[src/rtl/alu_pipe_ctl.sv]
// alu_pipe_ctl: sequential ALU with valid/ready handshakes on both sides.
// Single-cycle ops (ADD, SUB, AND, NOTB, reserved) finish one cycle after
// acceptance. MUL runs an iterative shift-add for WIDTH cycles in BUSY.
// The result and {V,N,Z} flags are registered and held in DONE until the
// consumer takes them.
module alu_pipe_ctl #(
  parameter int WIDTH = 16,
  parameter int CNT_W = 5
) (
  input  logic             clk,
  input  logic             reset,
  input  logic             in_valid,
  output logic             in_ready,
  input  logic [WIDTH-1:0] Ain,
  input  logic [WIDTH-1:0] Bin,
  input  logic [2:0]       ALUop,
  output logic             out_valid,
  input  logic             out_ready,
  output logic [WIDTH-1:0] out,
  output logic [2:0]       status,
  output logic             busy
);

  typedef enum logic [1:0] {
    IDLE = 2'b00,
    BUSY = 2'b01,
    DONE = 2'b10
  } state_t;

  localparam logic [2:0] OP_ADD  = 3'b000;
  localparam logic [2:0] OP_SUB  = 3'b001;
  localparam logic [2:0] OP_AND  = 3'b010;
  localparam logic [2:0] OP_NOTB = 3'b011;
  localparam logic [2:0] OP_MUL  = 3'b100;

  localparam logic [CNT_W-1:0] CNT_LOAD = CNT_W'(WIDTH - 1);
  localparam logic [CNT_W-1:0] CNT_ONE  = CNT_W'(1);

  state_t state;
  state_t state_next;

  logic accept;
  logic take;

  // Multiply datapath: running sum, shifted-left multiplicand, shifted-right multiplier.
  logic [CNT_W-1:0] count;
  logic [WIDTH-1:0] acc;
  logic [WIDTH-1:0] mcand;
  logic [WIDTH-1:0] mplier;
  logic [WIDTH-1:0] acc_step;
  logic             last_iter;

  // Single-cycle result and its overflow flag, computed from the live inputs.
  logic [WIDTH-1:0] alu_res;
  logic             alu_v;

  assign accept    = in_valid & in_ready;
  assign take      = out_valid & out_ready;
  assign last_iter = (count == '0);

  // Combinational result for the ops that finish in the acceptance cycle.
  always_comb begin
    alu_res = '0;
    alu_v   = 1'b0;
    case (ALUop)
      OP_ADD: begin
        alu_res = Ain + Bin;
        alu_v   = (Ain[WIDTH-1] == Bin[WIDTH-1]) && (alu_res[WIDTH-1] != Ain[WIDTH-1]);
      end
      OP_SUB: begin
        alu_res = Ain - Bin;
        alu_v   = (Ain[WIDTH-1] != Bin[WIDTH-1]) && (alu_res[WIDTH-1] != Ain[WIDTH-1]);
      end
      OP_AND: begin
        alu_res = Ain & Bin;
      end
      OP_NOTB: begin
        alu_res = ~Bin;
      end
      default: begin
        alu_res = '0;
        alu_v   = 1'b0;
      end
    endcase
  end

  // One shift-add step: add the multiplicand when the current multiplier bit is set.
  always_comb begin
    acc_step = acc;
    if (mplier[0]) begin
      acc_step = acc + mcand;
    end
  end

  // State register; reset aborts any operation in flight.
  always_ff @(posedge clk) begin
    if (reset) begin
      state <= IDLE;
    end else begin
      state <= state_next;
    end
  end

  // Next-state logic: MUL detours through BUSY, everything else goes straight to DONE.
  always_comb begin
    state_next = state;
    case (state)
      IDLE: begin
        if (accept) begin
          if (ALUop == OP_MUL) begin
            state_next = BUSY;
          end else begin
            state_next = DONE;
          end
        end
      end
      BUSY: begin
        if (last_iter) begin
          state_next = DONE;
        end
      end
      DONE: begin
        if (take) begin
          state_next = IDLE;
        end
      end
      default: begin
        state_next = IDLE;
      end
    endcase
  end

  // Handshake and status outputs decoded from the current state.
  always_comb begin
    in_ready  = (state == IDLE) && !reset;
    out_valid = (state == DONE);
    busy      = (state == BUSY);
  end

  // Datapath registers: latch operands on accept, iterate in BUSY, hold in DONE/IDLE.
  always_ff @(posedge clk) begin
    if (reset) begin
      out    <= '0;
      status <= '0;
      count  <= '0;
      acc    <= '0;
      mcand  <= '0;
      mplier <= '0;
    end else begin
      case (state)
        IDLE: begin
          if (accept) begin
            if (ALUop == OP_MUL) begin
              count  <= CNT_LOAD;
              acc    <= '0;
              mcand  <= Ain;
              mplier <= Bin;
            end else begin
              out    <= alu_res;
              status <= {alu_v, alu_res[WIDTH-1], (alu_res == '0)};
            end
          end
        end
        BUSY: begin
          acc    <= acc_step;
          mcand  <= {mcand[WIDTH-2:0], 1'b0};
          mplier <= {1'b0, mplier[WIDTH-1:1]};
          if (last_iter) begin
            out    <= acc_step;
            status <= {1'b0, acc_step[WIDTH-1], (acc_step == '0)};
          end else begin
            count <= count - CNT_ONE;
          end
        end
        default: begin
        end
      endcase
    end
  end

endmodule

[config.mk]
export PLATFORM = sky130hd
export DESIGN_NAME = alu_pipe_ctl
export DESIGN_NICKNAME = d
export VERILOG_FILES = /design/src/rtl/alu_pipe_ctl.sv
export SDC_FILE = /design/constraint.sdc
export NUM_CORES = 1
export LEC_CHECK = 0
export BUFFER_PORTS_ARGS = -buffer_cell sky130_fd_sc_hd__buf_2
export CAP_MARGIN = 10
export CELL_PAD_IN_SITES_DETAIL_PLACEMENT = 0
export CELL_PAD_IN_SITES_GLOBAL_PLACEMENT = 1
export CORE_UTILIZATION = 29
export CTS_BUF_LIST = sky130_fd_sc_hd__clkbuf_2
export DETAILED_ROUTE_END_ITERATION = 16
export PLACE_DENSITY = 0.67
export SYNTH_ARGS = -nofsm -noshare
export SYNTH_HDL_FRONTEND = slang
export SYNTH_SLANG_ARGS = --single-unit
[constraint.sdc]
create_clock -name clk -period 2.6 [get_ports clk]
set_clock_uncertainty 0.1 [all_clocks]
set_input_delay 0.26 -clock clk [delete_from_list [all_inputs] [get_ports clk]]
set_output_delay 0.26 -clock clk [all_outputs]
set_load 0.01 [all_outputs]
==> metrics <==
Post-Place Worst Slack=-426 ps; outcome=finished with violations; fin crit share=1.11; failing checks=design-rule violations, negative setup slack; Final Setup Violations=9; Layout area overhead=36.8%; CTS H-Tree Depth=3; multi-input logic area=4790 um^2; first-pass GRT wire length=36000 um; ys flop type=dfxtp_1; Hold/Removal Path Class=in2reg; placeable core area=22000 um^2; Worst IR Drop VDD=0.157 mV; CTS buffer count=9; CP Max Fanout=3; Max Clock Freq=346 MHz; largest net degree at the start of global routing=68; delay of the slowest critical-path stage=390 ps; RSZ-0062 raised after global routing=true; vias in the first global route=6732; Design Power=0.00300 W; Setup TNS Final=-850 ps; crit path capture type=register; sequential standard cell area=1480 um^2; Via density=5.15; Yosys warnings=0; Final min period=2890 ps; final instance area=8920 um^2; commonest cells after routing, fill and taps aside=buf_4, nor2_1, a21oi_1; LEAKAGE=4.16 nW; DRC=6; Rows=54; antenna-violating nets left=0; FILL cells=2269; worst path buffer plus inverter count=1; die height=152 um; CTS max path bufs=2; Max transition margin=0.488; Max-Cap Viols=0; Placer Congestion=0.955; clk sinks=73; most common cell after layout, fill and taps aside=buf_4; drt first pass iters=12; die area=23100 um^2; Worst Slack Setup Final=-290 ps; Startpoint Class=register; drt total wl=22200 um; placed instance area=8420 um^2; crit-path cells=ha_4 > fa_2 > buf_6 > a211oi_4 > o21bai_1 > a211o_1 > a31o_2 > a211oi_2 > nand4_1 > nor4b_2 > a31oi_1 > o21ai_2; layout cell share with drive strength beyond 1=0.321; Die Wd=152 um; Starting Density=0.297; Worst EP required=3060 ps; CTS tree=built; worst skew pair latency=600 ps; CTS root buffer=clkbuf_2; Pwr Density=336 nW/um^2; Post-synth EDFFs=0; mapped cell area=6520 um^2; clock slew at reported path FFs=250 ps; total grt overflow=0; IO Count=61; vias post-DR=7047; Post-Syn Area per Cell=7.64 um^2; max-slew violations=0; GRT Resource Usage Total=0.195; Setup CP Type=reg2reg; Detail Placement HPWL=17300 um; initial antenna violation count=1; Port Buffer Count=60; CP max stage cell=dfxtp_2; utilization after layout=0.406; fin nets=1175; worst slew pin tran=761 ps; post-synth cell types=91; drt first-iter violations=408; synthesized flop and latch total=73; delay-heaviest family, CP=compound AO/OA/AOI/OAI gates; Synth async-reset ratio=0; post-synthesis sequential area ratio=0.224; total nets after synthesis=944; Synth Instances=853; routed length per instance=16.2 um; Arr. time, crit path=3350 ps; Hold Fails Final Rpt=0
[stage by stage]
| step | hold slack [ps] | std cells |
|---|---|---|
| finish | 45.3 | 1369 |
| global route | 28.2 | 1369 |
| CTS | 0.496 | 1366 |
| detailed placement | 353 | 1333 |
| global placement | 341 | 1333 |
| floorplan | 349 | 853 |
[cells in the mapped netlist, drive strengths merged (9+ instances only)]
cell type / number / area, um^2
dfxtp: 73 / 1460
a21oi: 81 / 405
a211oi: 42 / 325
nor2b: 17 / 114
o211ai: 10 / 85.1
clkbuf: 36 / 205
xnor2: 12 / 105
mux2i: 33 / 330
a311oi: 10 / 87.6
inv: 52 / 195
a21o: 12 / 90.1
nor3: 25 / 125
ha: 49 / 613
nand2b: 11 / 68.8
nand2: 50 / 188
a31oi: 9 / 56.3
nor2: 114 / 430
o21ai: 44 / 224
nand3: 15 / 75.1
buf: 19 / 131
[layer usage]
layer	share of wire	track usage	vias to the layer above
li1	-	-	3577
met4	0.012	0.0466	0
met5	0	0	-
met2	0.46	0.324	142
met1	0.50	0.270	3308
met3	0.032	0.0220	20
[report_power, final]
group | total, W | leakage (nW) | internal (W) | switching, W
Clock | 0.000718 | 0.0644 | 0.000219 | 0.000499
Combinational | 0.00110 | 3.50 | 0.000534 | 0.000563
Sequential | 0.00118 | 0.596 | 0.00116 | 0.0000266
[worst register-to-register path, cell delays in order (launching register included)]
cell	delay, ps
dfxtp_2	390
ha_4	160
fa_2	360
buf_6	130
a211oi_4	240
o21bai_1	110
a211o_1	270
a31o_2	260
a211oi_2	140
nand4_1	140
nor4b_2	310
a31oi_1	150
o21ai_2	70
[cells by family after synthesis]
kind of cell               Yosys count  synth area share
AOI/OAI and AO/OA                  277             0.288
xor gates and xnor gates            16            0.0215
adders and majority gates           52             0.103
buffers and inverters              107            0.0816
DFF                                 73             0.224
muxes                               39            0.0628
and+or+nand+nor                    289             0.219
[area by class of cell]
class / count / share of cell area
antenna: 1 / 0.000281
clock buffer: 9 / 0.00505
clock inverter: 6 / 0.00758
inverter: 52 / 0.0219
multi-input combinational: 673 / 0.537
sequential: 73 / 0.165
tap: 280 / 0.0393
timing repair buffer: 275 / 0.223
[registers in the layout, indices dropped and copies added (netlist names)]
register  flops
mplier       16
acc          16
count         5
out          15
status        3
state         2
mcand        16
[path summary, 6_finish.rpt]
check                                          from                     end  slack (ps)  depth (start not counted)
worst max-delay path            acc[0]$_SDFFE_PP0P_  status[0]$_SDFFE_PP0P_        -290                         12
worst min-delay path                         Ain[9]   mcand[9]$_SDFFE_PP0P_          50                          4
worst max register to register  acc[0]$_SDFFE_PP0P_  status[0]$_SDFFE_PP0P_        -290                         12
worst min register to register  out[5]$_SDFFE_PP0P_     out[5]$_SDFFE_PP0P_         370                          2
[repair_timing]
action,CTS,global route
pin swaps,23,20
hold buffers,16,0
gates cloned,0,0
endpoints found under the hold margin,15,0
setup buffers,3,3
endpoints found under the setup margin,11,14
resized for setup,33,13
No activity file was read; power rests on OpenSTA's default activity.
